<file path="src/rtl/booth_accum_pkg.sv">
// Shared definitions for the Booth product accumulator.
//   state_e        : FSM state encoding (IDLE=0, ACCUM=1, DONE=2)
//   ACC_W_DEFAULT  : default signed accumulator width
//   LEN_W_DEFAULT  : default batch-length field width
//   PROD_W         : width of the incoming Booth product
package booth_accum_pkg;
  typedef enum logic [1:0] {
    IDLE  = 2'd0,
    ACCUM = 2'd1,
    DONE  = 2'd2
  } state_e;

  localparam int ACC_W_DEFAULT = 20;
  localparam int LEN_W_DEFAULT = 8;
  localparam int PROD_W        = 16;
endpackage

</file>
<file path="src/rtl/booth_accum_sat_add.sv">
// Combinational W-bit signed saturating adder.
//   a, b : signed W-bit operands
//   sum  : a+b clamped to [-2^(W-1), 2^(W-1)-1]
//   ovf  : 1 when the clamp was applied
module sat_add #(
  parameter int W = 20
) (
  input  logic [W-1:0] a,
  input  logic [W-1:0] b,
  output logic [W-1:0] sum,
  output logic         ovf
);
  logic [W:0] wide;

  // One guard bit: the result fits iff the top two bits agree.
  assign wide = {a[W-1], a} + {b[W-1], b};
  assign ovf  = wide[W] ^ wide[W-1];

  always_comb begin
    sum = wide[W-1:0];
    if (ovf) sum = wide[W] ? {1'b1, {(W-1){1'b0}}} : {1'b0, {(W-1){1'b1}}};
  end
endmodule

</file>
<file path="src/rtl/booth_accum.sv">
// Batch accumulator for signed 16-bit Booth multiplier products.
//   CLK, RST   : clock, async active-low reset
//   in_valid/in_ready, product, len : product stream; len sampled on batch start
//   clear      : synchronous batch abort (highest priority)
//   out_valid/out_ready, acc_out, ovf : batch result handshake
module booth_accum
  import booth_accum_pkg::*;
#(
  parameter int ACC_W = ACC_W_DEFAULT,
  parameter int LEN_W = LEN_W_DEFAULT
) (
  input  logic                    CLK,
  input  logic                    RST,
  input  logic                    in_valid,
  output logic                    in_ready,
  input  logic [PROD_W-1:0]       product,
  input  logic [LEN_W-1:0]        len,
  input  logic                    clear,
  output logic                    out_valid,
  input  logic                    out_ready,
  output logic [ACC_W-1:0]        acc_out,
  output logic                    ovf
);
  state_e             state;
  logic [ACC_W-1:0]   acc;
  logic [LEN_W-1:0]   remaining;
  logic [ACC_W-1:0]   prod_ext;
  logic [ACC_W-1:0]   sum;
  logic               sum_ovf;

  assign prod_ext = {{(ACC_W-PROD_W){product[PROD_W-1]}}, product};

  sat_add #(.W(ACC_W)) u_sat_add (
    .a   (acc),
    .b   (prod_ext),
    .sum (sum),
    .ovf (sum_ovf)
  );

  assign in_ready  = (state != DONE);
  assign out_valid = (state == DONE);
  assign acc_out   = acc;

  always_ff @(posedge CLK or negedge RST) begin
    if (!RST) begin
      state     <= IDLE;
      acc       <= '0;
      remaining <= '0;
      ovf       <= 1'b0;
    end else if (clear) begin
      state     <= IDLE;
      acc       <= '0;
      remaining <= '0;
      ovf       <= 1'b0;
    end else begin
      case (state)
        IDLE: if (in_valid) begin
          acc       <= prod_ext;
          // len=0 wraps to all-ones, i.e. a 2^LEN_W batch.
          remaining <= len - LEN_W'(1);
          ovf       <= 1'b0;
          state     <= (len == LEN_W'(1)) ? DONE : ACCUM;
        end
        ACCUM: if (in_valid) begin
          acc       <= sum;
          ovf       <= ovf | sum_ovf;
          remaining <= remaining - LEN_W'(1);
          if (remaining == LEN_W'(1)) state <= DONE;
        end
        DONE: if (out_ready) state <= IDLE;
        default: state <= IDLE;
      endcase
    end
  end
endmodule

</file>
<file path="config.mk">
export PLATFORM = sky130hd
export DESIGN_NAME = booth_accum
export DESIGN_NICKNAME = d
export VERILOG_FILES = /design/src/rtl/booth_accum_pkg.sv /design/src/rtl/booth_accum_sat_add.sv /design/src/rtl/booth_accum.sv
export SDC_FILE = /design/constraint.sdc
export NUM_CORES = 1
export LEC_CHECK = 0
export ABC_AREA = 0
export CAP_MARGIN = 20
export CORE_ASPECT_RATIO = 1.75
export CORE_UTILIZATION = 45
export CTS_CLUSTER_SIZE = 28
export DETAILED_ROUTE_END_ITERATION = 8
export PLACE_DENSITY = 0.8
export SYNTH_ARGS = -nofsm -noshare
export SYNTH_HDL_FRONTEND = slang
export SYNTH_SLANG_ARGS = --single-unit
</file>
<file path="constraint.sdc">
create_clock -name CLK -period 2.7 [get_ports CLK]
set_input_delay 0.27 -clock CLK [delete_from_list [all_inputs] [get_ports CLK]]
set_output_delay 0.27 -clock CLK [all_outputs]
set_load 0.01 [all_outputs]
</file>
==> metrics.md, run 1 <==
| Metric | Value |
|---|---|
| Status | `complete, but fails checks` |
| Failing checks | `negative setup slack` |
| Synth area leader | `dfrtp_1` |
| Largest net degree at the start of global routing | `32` |
| Crit path largest cell delay | `0.45 ns` |
| Non-Filler Instances | `approximately 560` |
| Horiz. Die Dim | `roughly 62 um` |
| Most frequent cells in the layout | `buf_4, clkdlybuf4s50_1, nor2_1, nand2_1, dfrtp_1` |
| Dpl hpwl | `around 6.6 mm` |
| CTS tree | `yes` |
| Antenna Violating Nets Remaining | `0` |
| Sw Pwr | `approximately 1.3 mW` |
| Via count | `about 3400` |
| Max-cap violation count | `0` |
| Antenna violations before repair | `0` |
| Starting Density | `46.5%` |
| TritonRoute pass-1 iters | `5` |
| Placed instance area | `0.00389 sq mm` |
| Number of core rows | `38` |
| CTS sink count | `31` |
| CP max FO | `8` |
| Gate power share | `around 64%` |
| Slew @ Worst Pin | `0.818 ns` |
| Max_slew headroom | `between 40% and 50%` |
| Max-slew violations | `0` |
| Top cell type's share of synthesized area | `27.0%` |
| Syn Area/Cell | `7.75 sq um` |
| Filler cells | `504` |
| Fin area | `about 0.0041 sq mm` |
| CTS clk-pin slew, worst paths | `about 0.07 ns` |
| Syn Inst Count | `371` |
| DP Worst Slack | `-0.430 ns` |
| Post-synth net total | `~430` |
| Endpoints failing setup | `11` |
| Internal power | `between 1.5 and 2 mW` |
| Number of enable flip-flop cells after synthesis | `0` |
| DR DRC count | `0` |
| Synth Cell Area | `0.00288 sq mm` |
| Cell Chain, Critical Path | `clkdlybuf4s50_1 -> ha_1 -> buf_4 -> nand3_1 -> nor2_1 -> nand3_1 -> a21oi_2 -> buf_4 -> o211ai_2 -> buf_4 -> a31oi_1 -> o31ai_2` |
| Fraction of registers with async set/reset | `between 90% and 100%` |
| Clock skew | `0.00794 ns` |
| GRT overflow | `0` |
| CP Data Required Time | `~2.9 ns` |
| Synth Warn # | `0` |
| TritonCTS Buffers | `5` |
| Antenna diodes | `0` |
| WL final | `9.37 mm` |
| Clock Latency Late Sink | `a little under 0.3 ns` |
| WS Path Type | `primary input to flip-flop` |
| Num ports | `between 50 and 60` |
| #FFs+latches synth | `31` |
| Die Height | `between 100 and 150 um` |
| Commonest non-fill, non-tap cell in the layout | `buf_4` |
| CP Buf/Inv Count | `4` |
| RR Startpoint | `acc_out[12]` |
| Input/output buffers | `around 50` |
| DR iter-0 viols | `243` |
| Die area | `0.00673 sq mm` |
| Synth-to-Final Area Change | `44.3%` |
| Part of the power in registers | `between 20% and 30%` |
| Highest clock rate | `around 360 MHz` |
| Leakage Power | `between 1.5 and 2 nW` |
| Avg WL per Cell | `around 17 um` |
| CORE AREA | `0.00618 sq mm` |
| Number of library cell types mapped by synthesis | `between 50 and 60` |
| CP max stage cell | `clkdlybuf4s50_1` |
| Clock power frac | `between 10% and 20%` |
| Post-synthesis sequential area ratio | `around 27%` |
| Max IR drop VDD | `approximately 0.38 mV` |
| Pwr per Cell Area | `around 700 mW/mm^2` |
| First-pass GRT wire length | `about 14 mm` |
| Critical path startpoint category | `primary input` |
| Fraction of layout cells with a size suffix above 1 | `between 20% and 30%` |
| Top area cells in the synthesized netlist | `dfrtp_1, ha_1, nor2_1` |
| Net Sw Frac | `~44%` |
| Most frequent CP cell | `buf_4` |
| R2R Path End | `acc_out[10]` |
| Final Cycle Share | `103%` |
| Worst Reg-to-Reg Cells | `11` |
| Fin nets | `534` |
| CTS root buffer | `clkbuf_8` |
| Cts hold-fix bufs | `0` |
| WP data arrival | `2.97 ns` |
| Tmin final | `between 2 and 3 ns` |
| Largest delay share family, worst path | `buffers and inverters` |
| Number of global-route vias before repair | `about 3400` |
| R2R setup slack | `-0.07 ns` |
| Worst hold path class | `primary input to asynchronous set/reset pin` |
| CP endpoint kind | `flip-flop` |
| Max H-tree Level | `2` |
| Max Buffers Root-to-Sink | `2` |
| Hold Vio Cnt, Final | `0` |
| Setup ws final | `-0.0916 ns` |
| Cell count after placement | `around 550` |
| Total Routing Usage GR | `a little over a quarter` |
| Vias per cell | `between 6 and 7` |
| GP Congestion | `a little over 0.9` |
| Top_reg_cell synth | `dfrtp_1` |
-- synthesized netlist by cell type, drive strengths merged (2+ instances only) --
cell and instances:
nand3 11, or3 5, or4 3, a22oi 3, nor3 8, and3 5, clkbuf 6, a21oi 26
o21ai 27, a32oi 4, xnor2 9, nor4 2, buf 8, a21boi 4, a32o 2, nor2 45
o31ai 13, inv 15, nand2b 4, a211oi 4, ha 24, nand2 43, nor2b 2, a21o 6
o211ai 13, xor2 9, a31oi 20, dfrtp 31
-- cells by family after synthesis --
| family | Yosys count | synth area share (%) |
|---|---|---|
| and+or+nand+nor | 135 | 21.4 |
| AOI/OAI and AO/OA | 132 | 30.1 |
| DFF | 31 | 27.0 |
| xor gates and xnor gates | 18 | 5.48 |
| buffers and inverters | 29 | 4.57 |
| muxes | 1 | 0.348 |
| adders and majority gates | 25 | 11.1 |
-- how the worst max path moves through the flow --
stage                      from  slack [ns]     endpoint  depth (start not counted)
floorplan            acc_out[0]        0.04   acc_out[9]                         10
finish              product[12]       -0.09  acc_out[10]                         12
detailed placement   product[0]       -0.43   acc_out[1]                         12
global route        product[12]       -0.17   acc_out[4]                         12
CTS                  product[0]       0.006  acc_out[12]                         11
global placement     product[1]       -0.33  acc_out[13]                         10
-- flip-flops by register name, summed over array words and instances, names as in the netlist --
name and cells:
acc_out 20, remaining 8, state 2, ovf 1
-- routing by layer --
layer | global-route usage [%] | wire length, um | share of wire (%)
met2 | 50.5 | 5080 | 54
met4 | 16.4 | 412 | 4.4
met5 | 0 | 0 | 0
met1 | 26.3 | 3430 | 37
met3 | 3.07 | 449 | 4.8
-- final cells by class --
cell class	count	area [sq um]	share of cell area, %
multi-input combinational	311	2110	51.0
timing repair buffer	116	1020	24.6
sequential	31	776	18.7
tap	80	100	2.41
clock buffer	7	76.3	1.84
inverter	15	56.3	1.36
clock inverter	1	5.00	0.121
-- through the flow --
stage	power [mW]	hold slack [ns]	utilization (%)	setup TNS [ns]
detailed placement	2.41	0.501	62.9	-7.69
global placement	2.36	0.492	62.9	-5.66
CTS	2.79	0.419	64.5	0
floorplan	1.70	-0.0256	-	0
finish	2.96	0.399	67.1	-0.423
global route	3.16	0.457	67.1	-1.95
-- power by group through the flow --
stage	clock [mW]	combinational (mW)	sequential, mW
floorplan	0	1.01	0.694
global placement	0	1.68	0.682
detailed placement	0	1.73	0.686
CTS	0.368	1.74	0.680
global route	0.387	2.07	0.700
finish	0.368	1.90	0.687
-- timing repair --
item / 4_1_cts / 5_1_grt
gates cloned: 0 / 0
pin swaps: 2 / 11
setup endpoints to repair: 18 / 20
buffers inserted: 2 / 2
gates resized for setup: 1 / 29
Power figures use the tool's default switching activity.
==> run 2, diff against run 1 <==
CTS_CLUSTER_SIZE = default   (was 28)
PLACE_DENSITY = default   (was 0.8)
PLACE_DENSITY_LB_ADDON = 0.2   (was default)
==> run 2 against run 1 <==
Against the previous run:
- the flow now finishes without violations
- power shrank 3.2%
- flip-flop and latch count unchanged
- clock power grew 5.7%
- first-iteration DRC count shrank 44%
- critical endpoint is now acc_out[13]
- largest power group unchanged
==> metrics.md, run 2 (synthesis results as in run 1) <==
| Metric | Value |
|---|---|
| Status | `finished clean` |
| Commonest non-fill, non-tap cell in the layout | `buf_4` |
| Avg WL per Cell | `between 15 and 20 um` |
| Total Power | `roughly 2.9 mW` |
| Max reg flops | `20` |
| CTS root buffer | `clkbuf_8` |
| Endpoints failing setup | `0` |
| Part of the power in registers | `between 20% and 30%` |
| First-pass GRT wire length | `14.5 mm` |
| Cts hold-fix bufs | `0` |
| WP data arrival | `2.72 ns` |
| Vias per cell | `between 5 and 6` |
| Cell count after placement | `549` |
| Final core utilization | `between 60% and 70%` |
| Tmin final | `roughly 2.6 ns` |
| Hold Vio Cnt, Final | `0` |
| Fraction of layout cells with a size suffix above 1 | `~18%` |
| Die area | `around 0.0067 sq mm` |
| Antenna diodes | `0` |
| Setup_tns | `0 ns` |
| Max IR drop VDD | `around 0.43 mV` |
| DR iter-0 viols | `roughly 140` |
| FF/Latch Area | `about 780 sq um` |
| Non-Filler Instances | `560` |
| Filler cells | `around 550` |
| CTS sink count | `31` |
| Antenna violations before repair | `0` |
| Highest clock rate | `a little under 400 MHz` |
| GP Congestion | `0.901` |
| Fin nets | `~530` |
| Starting Density | `46.5%` |
| Num ports | `52` |
| Pwr per Cell Area | `a little over 700 mW/mm^2` |
| Via count | `3293` |
| Sw Pwr | `1.23 mW` |
| Number of global-route vias before repair | `about 3300` |
| Antenna Violating Nets Remaining | `0` |
| Max-cap violation count | `0` |
| CTS tree | `yes` |
| CORE AREA | `around 0.006 sq mm` |
| CTS clk-pin slew, worst paths | `about 0.070 ns` |
| Worst hold path class | `primary input to asynchronous set/reset pin` |
| Input/output buffers | `51` |
| Max H-tree Level | `2` |
| DRT met1 WL | `around 3.2 mm` |
| DR DRC count | `0` |
| Dpl hpwl | `about 6.6 mm` |
| DP Worst Slack | `-0.377 ns` |
| WS Path Type | `primary input to flip-flop` |
| TritonCTS Buffers | `5` |
| Die Height | `roughly 110 um` |
| Clock power frac | `13.6%` |
| GRT overflow | `0` |
| Highest metal used | `met4` |
| Horiz. Die Dim | `roughly 62 um` |
| CP endpoint kind | `flip-flop` |
| DR WL met2 | `4.91 mm` |
| Net Sw Frac | `42.8%` |
| Clock Latency Late Sink | `around 0.29 ns` |
| Max Buffers Root-to-Sink | `2` |
| Critical path startpoint category | `primary input` |
| Area occupied by multi-input gates | `about 0.002 sq mm` |
| Slew @ Worst Pin | `0.763 ns` |
| Number of core rows | `38` |
| Max-slew violations | `0` |
| CP max FO | `5` |
| Setup ws final | `between 0.1 and 0.15 ns` |
| CP Data Required Time | `~2.9 ns` |
| Internal power | `around 1.6 mW` |
| Largest net degree at the start of global routing | `32` |
| Clock skew | `a little under 0.009 ns` |
| Leakage Power | `approximately 1.8 nW` |
| WL final | `8.67 mm` |
| TritonRoute pass-1 iters | `4` |
| Most frequent cells in the layout | `buf_4, clkdlybuf4s50_1, nor2_1, nand2_1, dfrtp_1` |
| Max_slew headroom | `between 40 and 50%` |
| Gate power share | `between 60% and 70%` |
| Final Cycle Share | `94.9%` |
| Met3 WL post-DR | `~340 um` |
| Total Routing Usage GR | `a little over a quarter` |
| Synth-to-Final Area Change | `40.8%` |
[run 2: cell count changes in the layout (fill, tap and decap cells not counted), moves of 2 or more]
cell	before	now
a32oi_2	2	0
o31ai_1	7	13
o31ai_2	6	0
a21oi_2	5	2
a32oi_1	2	4
ha_1	20	24
ha_4	3	0
a21oi_1	21	24
or4_4	2	0
clkbuf_1	2	0
or4_1	1	3
[run 2: worst max-delay path, cell delays in order]
cell	delay (ns)
clkdlybuf4s50_1	0.43
ha_1	0.24
buf_4	0.15
a211oi_2	0.28
o21ai_2	0.12
nand4_1	0.16
a21oi_2	0.12
or4_1	0.54
buf_4	0.16
a32oi_1	0.21
a21oi_1	0.06
[run 2: area by class of cell]
cell class	instances	share of cell area, %
Timing Repair Buffer	116	25.3
Clock inverter	1	0.124
Sequential cell	31	19.2
Inverter	15	1.39
Tap cell	80	2.47
Clock buffer	6	2.04
Multi-Input combinational cell	311	49.5
[run 2: path summary, 6_finish.rpt]
check | startpoint | end | slack, ns | cells after the start
worst max-delay path | product[0] | acc_out[13] | 0.14 | 11
worst min-delay path | RST | acc_out[5] | 0.38 | 2
worst max register to register | acc_out[17] | acc_out[13] | 0.14 | 8
worst min register to register | acc_out[8] | acc_out[8] | 0.51 | 2
max in group asynchronous | RST | acc_out[13] | 2.00 | 2
min in group CLK | product[1] | acc_out[1] | 0.38 | 3
[run 2: what timing repair did]
item | 4_1_cts | 5_1_grt
buffers inserted | 1 | 3
pin swaps | 1 | 10
setup endpoints to repair | 18 | 21
gates resized for setup | 0 | 13
[run 2: power by group through the flow]
stage               sequential [mW]  clock (mW)  combinational, mW
finish                        0.679       0.389               1.79
global route                  0.693       0.411               1.97
CTS                           0.678       0.393               1.74
detailed placement            0.686           0               1.73
global placement              0.681           0               1.70
floorplan                     0.694           0               1.01
[run 2: through the flow]
step | instance area [sq um] | hold WS [ns]
after global placement | 3890 | 0.488
after global routing | 4050 | 0.415
final | 4050 | 0.381
after detailed placement | 3890 | 0.497
after floorplan | 2880 | -0.0256
after CTS | 3980 | 0.407
[run 2: layer usage]
layer,up-vias,track usage [%]
met1,1563,26.7
met5,-,0
met2,116,54.0
met4,0,14.6
met3,18,3.81
li1,1596,-
